### src/rtl/bytecode_fetch.sv
// Bytecode fetch: reads byte-wide program memory (1-cycle sync read), gathers 0-2 big-endian
// argument bytes per opcode and offers the instruction over valid/ready; redirects apply at transfer.
module bytecode_fetch #(
  parameter int                    ADDR_WIDTH = 11,
  parameter logic [ADDR_WIDTH-1:0] RESET_PC   = '0
) (
  input  logic                  clk,
  input  logic                  rst,
  output logic [ADDR_WIDTH-1:0] mem_addr,
  input  logic [7:0]            mem_data,
  output logic [7:0]            opcode,
  input  logic [1:0]            argc,
  output logic [15:0]           arg,
  output logic [ADDR_WIDTH-1:0] instr_pc,
  output logic                  instr_valid,
  input  logic                  instr_ready,
  input  logic                  jump,
  input  logic [ADDR_WIDTH-1:0] jump_target
);

  localparam logic [2:0] S_FETCH     = 3'd0;
  localparam logic [2:0] S_CAP_OP    = 3'd1;
  localparam logic [2:0] S_DECODE    = 3'd2;
  localparam logic [2:0] S_CAP_ARG1  = 3'd3;
  localparam logic [2:0] S_WAIT_ARG2 = 3'd4;
  localparam logic [2:0] S_CAP_ARG2  = 3'd5;
  localparam logic [2:0] S_DISPATCH  = 3'd6;

  localparam logic [ADDR_WIDTH-1:0] PC_ONE = {{(ADDR_WIDTH-1){1'b0}}, 1'b1};

  logic [2:0]            state_q, state_d;
  logic [ADDR_WIDTH-1:0] pc_q, pc_d;
  logic [ADDR_WIDTH-1:0] instr_pc_q, instr_pc_d;
  logic [7:0]            opcode_q, opcode_d;
  logic [15:0]           arg_q, arg_d;
  logic                  two_args;

  // argc of 3 is treated as 2, so the high bit alone selects the second byte
  assign two_args = argc[1];

  always_comb begin
    state_d    = state_q;
    pc_d       = pc_q;
    instr_pc_d = instr_pc_q;
    opcode_d   = opcode_q;
    arg_d      = arg_q;
    case (state_q)
      S_FETCH: state_d = S_CAP_OP;
      S_CAP_OP: begin
        opcode_d   = mem_data;
        instr_pc_d = pc_q;
        arg_d      = 16'h0000;
        pc_d       = pc_q + PC_ONE;
        state_d    = S_DECODE;
      end
      S_DECODE: state_d = (argc == 2'd0) ? S_DISPATCH : S_CAP_ARG1;
      S_CAP_ARG1: begin
        arg_d   = {8'h00, mem_data};
        pc_d    = pc_q + PC_ONE;
        state_d = two_args ? S_WAIT_ARG2 : S_DISPATCH;
      end
      S_WAIT_ARG2: state_d = S_CAP_ARG2;
      S_CAP_ARG2: begin
        arg_d   = {arg_q[7:0], mem_data};
        pc_d    = pc_q + PC_ONE;
        state_d = S_DISPATCH;
      end
      S_DISPATCH: begin
        if (instr_ready) begin
          if (jump) pc_d = jump_target;
          state_d = S_FETCH;
        end
      end
      default: state_d = S_FETCH;
    endcase
  end

  always_ff @(posedge clk) begin
    if (rst) begin
      state_q    <= S_FETCH;
      pc_q       <= RESET_PC;
      instr_pc_q <= RESET_PC;
      opcode_q   <= 8'h00;
      arg_q      <= 16'h0000;
    end else begin
      state_q    <= state_d;
      pc_q       <= pc_d;
      instr_pc_q <= instr_pc_d;
      opcode_q   <= opcode_d;
      arg_q      <= arg_d;
    end
  end

  assign mem_addr    = pc_q;
  assign opcode      = opcode_q;
  assign arg         = arg_q;
  assign instr_pc    = instr_pc_q;
  assign instr_valid = (state_q == S_DISPATCH);

endmodule

### config.mk
export PLATFORM = sky130hd
export DESIGN_NAME = bytecode_fetch
export DESIGN_NICKNAME = d
export VERILOG_FILES = /design/src/rtl/bytecode_fetch.sv
export SDC_FILE = /design/constraint.sdc
export NUM_CORES = 1
export LEC_CHECK = 0
export CORE_AREA = 5 5 76 78
export CTS_BUF_LIST = sky130_fd_sc_hd__clkbuf_4 sky130_fd_sc_hd__clkbuf_8 sky130_fd_sc_hd__clkbuf_16
export CTS_CLUSTER_DIAMETER = 100
export CTS_CLUSTER_SIZE = 12
export DETAILED_ROUTE_END_ITERATION = 6
export DIE_AREA = 0 0 81 83
export GPL_TIMING_DRIVEN = 0
export PLACE_DENSITY = 0.8
export SYNTH_ARGS = -nofsm -noshare
export SYNTH_HDL_FRONTEND = slang
export SYNTH_SLANG_ARGS = --single-unit
### constraint.sdc
create_clock -name clk -period 1.9 [get_ports clk]
set_clock_uncertainty 0.2 [all_clocks]
set_input_delay 0.38 -clock clk [delete_from_list [all_inputs] [get_ports clk]]
set_output_delay 0.38 -clock clk [all_outputs]
set_load 0.02 [all_outputs]
* Word-level counts from Yosys, hierarchy flattened
Cells that the tools add are included.
** Word-level totals
- Register bits :: 49
- Input port bits :: 25
- Output and inout bits :: 47
- Word-level logic and storage cells :: 28
** Operators by class
- Add/subtract/negate cells :: 1
- Equal/unequal tests :: 8
- Muxes and demuxes :: 8
- Reductions and logical operators :: 6
** Operators by type and width (count)
- one-hot mux 16 bit (3 select lines) :: 1
- 2-to-1 mux 11 bit :: 2
- one-hot mux 11 bit (2 select lines) :: 1
- one-hot mux 3 bit (7 select lines) :: 1
- adder 11 x 1 -> 11 bit, second input constant :: 1
- == test 3 bit, second input constant :: 3
- == test 3 x 2 -> 1 bit, second input constant :: 2
- 2-to-1 mux 3 bit :: 2
- != test 2 x 1 -> 1 bit, second input constant :: 2
- == test 3 x 1 -> 1 bit, second input constant :: 1
- zero test 3 bit :: 1
- AND reduction 3 bit :: 1
- nonzero test 3 bit :: 1
- OR reduction 3 bit :: 1
- zero test 2 bit :: 1
- 2-to-1 mux 2 bit :: 1
- nonzero test 2 bit :: 1

* Depth between registers and ports, before layout
Gate-level depths: netlist of run 1.
- Word-level depth :: 4
- Mapped depth :: 7

* Worst setup path before layout of run 1
Ideal clock, no wire load.
- Path type :: register -> register
- From :: register pc_q[0] (netlist: mem_addr[0])
- To :: register pc_q[8] (netlist: mem_addr[8])
- Library setup time :: 95 ps
- Arrival time :: 1444 ps
- Setup slack :: 160 ps
- Cell stages (with the launch flop) :: 6
- Clock period less this slack :: 1740 ps
- Path through :: dfxtp_1 > ha_1 > clkbuf_1 > nand3_1 > mux2i_1 > a221oi_1
** Between the ends
- Longest elaborated chain between the ends :: 2
** Ends and longest elaborated chain
- start: declaration :: RTL line 32 : logic [ADDR_WIDTH-1:0] pc_q, pc_d;
- start signal: assignment :: RTL line 87 : pc_q <= pc_d;
- adder 11 x 1 -> 11 bit :: RTL line 53, 59, 65
- one-hot mux 11 bit (2 select lines) :: RTL line 47 : case (state_q)
Every way passes these cells.
A chain may end at the register's enable or synchronous reset.

* Worst setup path after layout of run 1
- From :: register arg_q[15] (netlist: arg[15])
- To :: output arg[15]
** RTL lines
- start: declaration :: RTL line 35 : logic [15:0] arg_q, arg_d;
- start signal: assignment :: RTL line 90 : arg_q <= arg_d;
- end: declaration :: RTL line 13 : output logic [15:0] arg,
No word-level cell between the ends.

==> impl_results.html, run 1 <==
<table>
<tr><th>Metric</th><th>Value</th></tr>
<tr><th colspan="2">STA</th></tr>
<tr><td>Transition time at the pin with the least slew margin</td><td>0.6260 ns</td></tr>
<tr><td>Maximum frequency from static timing analysis</td><td>0.5413 GHz</td></tr>
<tr><td>Endpoints failing setup</td><td>0</td></tr>
<tr><td>Number of max-slew violations in the final report</td><td>0</td></tr>
<tr><td>Unrepaired setup endpoints after global routing</td><td>false</td></tr>
<tr><td>Min cycle time layout</td><td>1.847 ns</td></tr>
<tr><td>Number of hold violations in the final report</td><td>0</td></tr>
<tr><td>Worst hold slack after final layout</td><td>0.2631 ns</td></tr>
<tr><td>Worst rel slew slack</td><td>0.5827</td></tr>
<tr><td>Final worst path period share</td><td>0.9723</td></tr>
<tr><th colspan="2">Floorplanning</th></tr>
<tr><td>Width of the die</td><td>81 microns</td></tr>
<tr><td>Total die area</td><td>6723 sq um</td></tr>
<tr><td>Core Rows</td><td>26</td></tr>
<tr><td>Starting density of the core</td><td>0.4323</td></tr>
<tr><td>Floorplan Core Area</td><td>5010 sq um</td></tr>
<tr><td>Floorplan die height</td><td>83 microns</td></tr>
<tr><td>Ports placed on the boundary</td><td>72</td></tr>
<tr><th colspan="2">Worst setup path</th></tr>
<tr><td>Crit path max-delay cell type</td><td>clkdlybuf4s50_1</td></tr>
<tr><td>Stages on the worst setup path</td><td>1</td></tr>
<tr><td>Worst stage delay on the critical path</td><td>0.62 ns</td></tr>
<tr><td>Required time of the critical path</td><td>1.32 ns</td></tr>
<tr><td>Critical path peak fanout</td><td>2</td></tr>
<tr><td>Delay-heaviest family, CP</td><td>buffers and inverters</td></tr>
<tr><td>Worst reg2reg path depth</td><td>8</td></tr>
<tr><td>Critical path class</td><td>flop to output pin</td></tr>
<tr><td>Kind of start point of the critical path</td><td>flop</td></tr>
<tr><td>List of cells traversed by the critical path</td><td>clkdlybuf4s50_1</td></tr>
<tr><td>Buffers and inverters on the worst path</td><td>1</td></tr>
<tr><td>Crit end category</td><td>output pin</td></tr>
<tr><td>Critical path data arrival time</td><td>1.27 ns</td></tr>
<tr><th colspan="2">Route</th></tr>
<tr><td>Routed wire length per instance</td><td>15.49 microns</td></tr>
<tr><td>Violation count after the first detailed-route iteration</td><td>141</td></tr>
<tr><td>Met2 layer wire length in the routed design</td><td>3020 microns</td></tr>
<tr><td>Post-route DRC</td><td>0</td></tr>
<tr><td>Metal-1 WL</td><td>2747 microns</td></tr>
<tr><td>1st-pass router iterations</td><td>4</td></tr>
<tr><td>Highest routed metal layer</td><td>met4</td></tr>
<tr><td>Sum of met3 wire segment lengths after detailed routing</td><td>574 microns</td></tr>
<tr><td>Via-per-instance ratio</td><td>5.383</td></tr>
<tr><td>Remaining antenna violation count after routing</td><td>0</td></tr>
<tr><td>Via Count</td><td>2234</td></tr>
<tr><td>Wire length after detailed routing</td><td>6427 microns</td></tr>
<tr><th colspan="2">Clock tree</th></tr>
<tr><td>CTS tree</td><td>done</td></tr>
<tr><td>Total clock sinks</td><td>49</td></tr>
<tr><td>TritonCTS Buffers</td><td>5</td></tr>
<tr><td>Clock transition at the register clock pins on the worst setup and hold paths after CTS</td><td>0.09 ns</td></tr>
<tr><td>Clock latency at the later pin of the worst-skew pair</td><td>0.30 ns</td></tr>
<tr><td>Buffer cell driving the clock tree root</td><td>clkbuf_8</td></tr>
<tr><td>Maximum level of the CTS H-tree</td><td>2</td></tr>
<tr><td>Clock Tree Buf Depth</td><td>2</td></tr>
<tr><th colspan="2">Finish</th></tr>
<tr><td>Final net count</td><td>370</td></tr>
<tr><td>Share of the core filled with cells in the final layout</td><td>0.6264</td></tr>
<tr><td>Commonest non-fill, non-tap cells in the layout</td><td>nand2_1, dfxtp_1, clkdlybuf4s50_1, a21oi_1, nor2_1</td></tr>
<tr><td>Most common cell after layout, fill and taps aside</td><td>nand2_1</td></tr>
<tr><td>Area added between synthesis and finish</td><td>44.89%</td></tr>
<tr><td>Number of antenna cells inserted</td><td>0</td></tr>
<tr><td>Fraction of final layout cells sized beyond drive strength 1</td><td>0.1101</td></tr>
<tr><th colspan="2">Synth</th></tr>
<tr><td>Part of the Yosys area used for sequential elements</td><td>0.4529</td></tr>
<tr><td>Complex-gate fraction of the synthesized area</td><td>0.2426</td></tr>
<tr><td>Netlist Area Pre-Place</td><td>2166 sq um</td></tr>
<tr><td>Count of flip-flops with a built-in enable after synthesis</td><td>0</td></tr>
<tr><td>Number of distinct library cell variants in the gate-level netlist after synthesis</td><td>41</td></tr>
<tr><td>Library cell occupying the most area in the post-synthesis netlist</td><td>dfxtp_1</td></tr>
<tr><td>Area share of xor/xnor cells in the synthesized design</td><td>0</td></tr>
<tr><td>Top post-synthesis cells by area</td><td>dfxtp_1, nand2_1, a21oi_1</td></tr>
<tr><td>Async set-or-reset flop fraction in the synthesized netlist</td><td>0</td></tr>
<tr><td>Mux share of post-synthesis cell area</td><td>0.02773</td></tr>
<tr><td>Number of synthesis warnings</td><td>0</td></tr>
<tr><td>Synth top area share</td><td>0.4529</td></tr>
<tr><td>Register bit total from synthesis</td><td>49</td></tr>
<tr><td>Instance count of the mapped netlist</td><td>263</td></tr>
<tr><td>Synth Net Count</td><td>289</td></tr>
<tr><td>Area fraction in and, or, nand and nor cells after synthesis</td><td>0.2195</td></tr>
<tr><td>Share of synthesized cell area in full adder, half adder and majority cells</td><td>0.005777</td></tr>
<tr><td>Dominant combinational cell family by area after synthesis</td><td>compound AO/OA/AOI/OAI gates</td></tr>
<tr><td>Average size of a mapped cell</td><td>8.235 sq um</td></tr>
<tr><td>Most frequently used flop master after synthesis</td><td>dfxtp_1</td></tr>
<tr><th colspan="2">Min path</th></tr>
<tr><td>Tightest Hold Check Type</td><td>flop to flop</td></tr>
<tr><td>WHS Path Cells</td><td>2</td></tr>
<tr><th colspan="2">Place</th></tr>
<tr><td>Placer congestion estimate</td><td>0.8776</td></tr>
<tr><td>IO Port Bufs</td><td>71</td></tr>
<tr><td>Estimated wirelength of the detail-placed design</td><td>4565 microns</td></tr>
<tr><th colspan="2">Global routing</th></tr>
<tr><td>Number of antenna violations at the first check in global routing</td><td>0</td></tr>
<tr><td>Overflow left after global routing</td><td>0</td></tr>
<tr><td>Largest net degree at the start of global routing</td><td>16</td></tr>
<tr><td>Overall routing resource usage</td><td>0.1945</td></tr>
<tr><td>Vias in the first global route</td><td>2217</td></tr>
<tr><td>Wire length of the first global-routing pass</td><td>10530 microns</td></tr>
<tr><th colspan="2">Pwr</th></tr>
<tr><td>Power per unit of standard cell area</td><td>713.2 nW/um^2</td></tr>
<tr><td>Leakage power of the design</td><td>1.384 nW</td></tr>
<tr><td>Peak VDD IR</td><td>422.3 uV</td></tr>
<tr><th colspan="2">Run status</th></tr>
<tr><td>Status</td><td>complete, no violations</td></tr>
<tr><th colspan="2">Flow run</th></tr>
<tr><td>Max-capacitance violation count</td><td>0</td></tr>
</table>
==> power by group <==
group,switching [mW],internal (mW),total (mW)
Sequential,0.0372,1.06,1.10
Combinational,0.202,0.158,0.360
Clock,0.351,0.428,0.780
==> Yosys cell counts (3+ instances only) <==
cell and instances:
nor2b_1 10, o21ai_0 6, dfxtp_1 49, clkbuf_1 12, nor2_1 20, a22oi_1 8, mux2i_1 6, a22o_1 7
buf_2 5, nand2_1 55, buf_4 3, a21oi_1 32, nand4_1 3, a211oi_1 3, a221oi_1 4, nand3_1 6
==> layout make-up <==
type / instances / area (sq um)
flip-flops and latches: 49 / 987.2
repair buffers: 75 / 743.2
multi-input cells: 191 / 1076
clock inverters: 2 / 37.54
clock buffers: 6 / 82.58
well taps: 70 / 87.58
fillers: 469 / 1872
plain buffers: 20 / 116.4
inverters: 2 / 7.507
==> sequential cells by signal (all words and copies together) (netlist names) <==
| name | cells |
|---|---|
| arg | 16 |
| instr_pc | 11 |
| mem_addr | 11 |
| opcode | 8 |
| state_q | 3 |
==> metal layers <==
layer,global-route usage,vias up
met5,0,-
met4,0.04762,0
met3,0.06926,7
met2,0.3069,99
met1,0.2510,1039
li1,-,1089
==> cell families (layout without fill, tap and decap cells) <==
group	count (synthesis)	after routing
simple gates	106	106
compound gates	78	78
flops	49	49
buf+inv	23	105
mux	6	6
fa+ha+maj	1	1
==> path summary, 6_finish.rpt <==
kind	slack, ns	endpoint	startpoint
setup / recovery	0.05	arg[15]	arg[15]
hold / removal	0.26	instr_pc[10]	instr_pc[10]
setup reg to reg	0.16	mem_addr[9]	state_q[2]
hold reg to reg	0.26	instr_pc[10]	instr_pc[10]
==> stage by stage <==
step	instance area, sq um	setup WS, ns	std cells	setup TNS [ns]	power [mW]
after floorplan	2166	0.1603	263	0	1.310
after global placement	2964	-0.2700	404	-7.238	1.472
after detailed placement	2964	-0.2969	404	-7.736	1.479
after CTS	3072	0.001629	412	0	2.243
after global routing	3138	0.002886	415	0	2.336
final	3138	0.05262	415	0	2.238
==> repair_timing <==
item / in CTS / in global routing
cloned: 0 / 0
endpoints found under the setup margin: 18 / 40
hold buffers: 0 / 0
setup buffers: 0 / 4
resized for setup: 27 / 21
Power figures use the tool's default switching activity.
==> inputs of run 2 (changes only) <==
==> config.mk (replaced) <==
export PLATFORM = sky130hd
export DESIGN_NAME = bytecode_fetch
export DESIGN_NICKNAME = d
export VERILOG_FILES = /design/src/rtl/bytecode_fetch.sv
export SDC_FILE = /design/constraint.sdc
export NUM_CORES = 1
export LEC_CHECK = 0
export CORE_AREA = 5 5 74 76
export CTS_BUF_LIST = sky130_fd_sc_hd__clkbuf_8
export CTS_CLUSTER_DIAMETER = 100
export CTS_CLUSTER_SIZE = 12
export DETAILED_ROUTE_END_ITERATION = 6
export DIE_AREA = 0 0 79 81
export GPL_TIMING_DRIVEN = 0
export PLACE_DENSITY = 0.84
export SYNTH_ARGS = -nofsm -noshare
export SYNTH_HDL_FRONTEND = slang
export SYNTH_SLANG_ARGS = --single-unit
==> run 2 against run 1 <==
Combinational power is essentially flat. Largest power group unchanged. Clock-buffer cell count is 1 lower. Global-route usage is 1.1 points higher. Largest cell class unchanged. Sequential share of layout area grew 0.55 points. Routed wire length hardly changed. Die area decreased by 4.8%. Non-clock buffer count decreased by 2. Power decreased by 7.5%. Via count grew 1.4%.
==> impl_results.html, run 2 (synthesis results as in run 1) <==
<table>
<tr><th>Metric</th><th>Value</th></tr>
<tr><th colspan="2">Run status</th></tr>
<tr><td>Status</td><td>complete, no violations</td></tr>
<tr><th colspan="2">STA</th></tr>
<tr><td>Endpoints failing setup</td><td>0</td></tr>
<tr><td>Min cycle time layout</td><td>1.849 ns</td></tr>
<tr><td>Worst hold slack after final layout</td><td>0.2595 ns</td></tr>
<tr><td>Final setup slack of the worst path</td><td>0.05056 ns</td></tr>
<tr><td>Number of hold violations in the final report</td><td>0</td></tr>
<tr><td>Number of max-slew violations in the final report</td><td>0</td></tr>
<tr><td>Transition time at the pin with the least slew margin</td><td>0.5737 ns</td></tr>
<tr><td>Worst rel slew slack</td><td>0.6175</td></tr>
<tr><td>Post-Route Setup TNS</td><td>0 ns</td></tr>
<tr><td>Final worst path period share</td><td>0.9734</td></tr>
<tr><td>Maximum frequency from static timing analysis</td><td>0.5407 GHz</td></tr>
<tr><th colspan="2">Route</th></tr>
<tr><td>Via-per-instance ratio</td><td>5.705</td></tr>
<tr><td>Metal-1 WL</td><td>2681 microns</td></tr>
<tr><td>Wire length after detailed routing</td><td>6425 microns</td></tr>
<tr><td>Via Count</td><td>2265</td></tr>
<tr><td>Highest routed metal layer</td><td>met4</td></tr>
<tr><td>Post-route DRC</td><td>0</td></tr>
<tr><td>Routed wire length per instance</td><td>16.18 microns</td></tr>
<tr><td>Violation count after the first detailed-route iteration</td><td>200</td></tr>
<tr><td>1st-pass router iterations</td><td>5</td></tr>
<tr><td>Sum of met3 wire segment lengths after detailed routing</td><td>597 microns</td></tr>
<tr><td>Remaining antenna violation count after routing</td><td>0</td></tr>
<tr><td>Met2 layer wire length in the routed design</td><td>3038 microns</td></tr>
<tr><th colspan="2">Finish</th></tr>
<tr><td>Final net count</td><td>368</td></tr>
<tr><td>Area added between synthesis and finish</td><td>42.06%</td></tr>
<tr><td>Max reg flops</td><td>16</td></tr>
<tr><td>Number of filler cells placed in the layout</td><td>404</td></tr>
<tr><td>Fraction of final layout cells sized beyond drive strength 1</td><td>0.09038</td></tr>
<tr><td>Commonest non-fill, non-tap cells in the layout</td><td>nand2_1, dfxtp_1, clkdlybuf4s50_1, a21oi_1, nor2_1</td></tr>
<tr><td>Register Area</td><td>984.7 sq um</td></tr>
<tr><td>Number of antenna cells inserted</td><td>0</td></tr>
<tr><td>Share of the core filled with cells in the final layout</td><td>0.6601</td></tr>
<tr><td>Multi-input gate area in the final layout</td><td>1074 sq um</td></tr>
<tr><td>Most common cell after layout, fill and taps aside</td><td>nand2_1</td></tr>
<tr><th colspan="2">Worst setup path</th></tr>
<tr><td>Crit path max-delay cell type</td><td>clkdlybuf4s50_1</td></tr>
<tr><td>Required time of the critical path</td><td>1.32 ns</td></tr>
<tr><td>Reg-to-Reg End</td><td>mem_addr[8]</td></tr>
<tr><td>List of cells traversed by the critical path</td><td>clkdlybuf4s50_1</td></tr>
<tr><td>R2R Setup Slk</td><td>0.14 ns</td></tr>
<tr><td>Delay-heaviest family, CP</td><td>buffers and inverters</td></tr>
<tr><td>Critical path peak fanout</td><td>2</td></tr>
<tr><td>Buffers and inverters on the worst path</td><td>1</td></tr>
<tr><td>Kind of start point of the critical path</td><td>flop</td></tr>
<tr><td>Critical path class</td><td>flop to output pin</td></tr>
<tr><td>Origin of the critical flop-to-flop path</td><td>mem_addr[3]</td></tr>
<tr><td>Worst stage delay on the critical path</td><td>0.61 ns</td></tr>
<tr><td>Critical path data arrival time</td><td>1.27 ns</td></tr>
<tr><td>Crit end category</td><td>output pin</td></tr>
<tr><td>Worst reg2reg path depth</td><td>5</td></tr>
<tr><th colspan="2">Min path</th></tr>
<tr><td>WHS Path Cells</td><td>2</td></tr>
<tr><td>Startpoint of the worst hold path</td><td>instr_pc[7]</td></tr>
<tr><td>Hold-critical path endpoint</td><td>instr_pc[7]</td></tr>
<tr><td>Tightest Hold Check Type</td><td>flop to flop</td></tr>
<tr><th colspan="2">Global routing</th></tr>
<tr><td>Wire length of the first global-routing pass</td><td>10420 microns</td></tr>
<tr><td>Vias in the first global route</td><td>2141</td></tr>
<tr><td>Overflow left after global routing</td><td>0</td></tr>
<tr><td>Largest net degree at the start of global routing</td><td>16</td></tr>
<tr><td>Number of antenna violations at the first check in global routing</td><td>0</td></tr>
<tr><td>Overall routing resource usage</td><td>0.2054</td></tr>
<tr><th colspan="2">Pwr</th></tr>
<tr><td>Power share of the clock group</td><td>0.296</td></tr>
<tr><td>Power per unit of standard cell area</td><td>672.7 nW/um^2</td></tr>
<tr><td>Switching power</td><td>0.5974 mW</td></tr>
<tr><td>Comb power frac</td><td>0.175</td></tr>
<tr><td>Internal power consumption</td><td>1.472 mW</td></tr>
<tr><td>Sequential fraction of design power</td><td>0.530</td></tr>
<tr><td>Peak VDD IR</td><td>450.7 uV</td></tr>
<tr><td>Switching Share</td><td>0.2886</td></tr>
<tr><td>Leakage power of the design</td><td>1.420 nW</td></tr>
<tr><th colspan="2">Floorplanning</th></tr>
<tr><td>Ports placed on the boundary</td><td>72</td></tr>
<tr><td>Core Rows</td><td>25</td></tr>
<tr><td>Starting density of the core</td><td>0.4647</td></tr>
<tr><td>Total die area</td><td>6399 sq um</td></tr>
<tr><td>Floorplan die height</td><td>81 microns</td></tr>
<tr><td>Width of the die</td><td>79 microns</td></tr>
<tr><td>Floorplan Core Area</td><td>4661 sq um</td></tr>
<tr><th colspan="2">Clock tree</th></tr>
<tr><td>CTS tree</td><td>done</td></tr>
<tr><td>Clock transition at the register clock pins on the worst setup and hold paths after CTS</td><td>0.10 ns</td></tr>
<tr><td>Total clock sinks</td><td>49</td></tr>
<tr><td>Clock Tree Buf Depth</td><td>2</td></tr>
<tr><td>Maximum level of the CTS H-tree</td><td>2</td></tr>
<tr><td>Buffer cell driving the clock tree root</td><td>clkbuf_8</td></tr>
<tr><td>TritonCTS Buffers</td><td>5</td></tr>
<tr><td>Clock latency at the later pin of the worst-skew pair</td><td>0.31 ns</td></tr>
<tr><td>Number of hold buffers added after CTS</td><td>0</td></tr>
<tr><th colspan="2">Place</th></tr>
<tr><td>Minimum setup slack after placement</td><td>-0.2503 ns</td></tr>
<tr><td>Estimated wirelength of the detail-placed design</td><td>4605 microns</td></tr>
<tr><td>IO Port Bufs</td><td>71</td></tr>
<tr><td>Placer congestion estimate</td><td>0.8915</td></tr>
<tr><th colspan="2">Flow run</th></tr>
<tr><td>Max-capacitance violation count</td><td>0</td></tr>
</table>
==> run 2: power by group through the flow <==
stage	sequential [mW]	combinational, mW	clock [mW]
floorplan	1.14	0.167	0
global route	1.10	0.395	0.662
CTS	1.10	0.360	0.618
detailed placement	1.12	0.363	0
finish	1.10	0.361	0.612
global placement	1.12	0.356	0
==> run 2: worst max path at each step <==
stage | from | endpoint | slack, ns | cells past startpoint
floorplan | mem_addr[0] | mem_addr[8] | 0.16 | 5
global placement | state_q[2] | instr_valid | -0.22 | 5
detailed placement | rst | arg[1] | -0.25 | 4
CTS | arg[7] | arg[7] | 0.002 | 1
global route | state_q[2] | instr_valid | -0.02 | 5
finish | opcode[1] | opcode[1] | 0.05 | 1
==> run 2: metal layers <==
metal  vias up  global-route usage
li1       1084                   -
met1      1071              0.2581
met2       100              0.3283
met3        10             0.06652
met4         0             0.08076
met5         -                   0
==> run 2: cell type report <==
type,count,area share
multi-input combinational,191,0.3489
sequential,49,0.3200
timing repair buffer,73,0.2407
buffer,20,0.03741
clock buffer,5,0.02237
tap,54,0.02196
clock inverter,3,0.006100
inverter,2,0.002440
==> run 2: stage by stage <==
stage	std cells	power, mW	area, sq um
2_1_floorplan	263	1.310	2166
3_3_place_gp	388	1.473	2944
3_5_place_dp	388	1.481	2944
4_1_cts	396	2.073	3022
5_1_grt	397	2.158	3077
6_report	397	2.070	3077
==> run 2: repair_timing <==
item / CTS / global route
endpoints found under the setup margin: 15 / 35
buffers inserted: 0 / 2
resized for setup: 25 / 20
hold endpoints to repair: 0 / 0
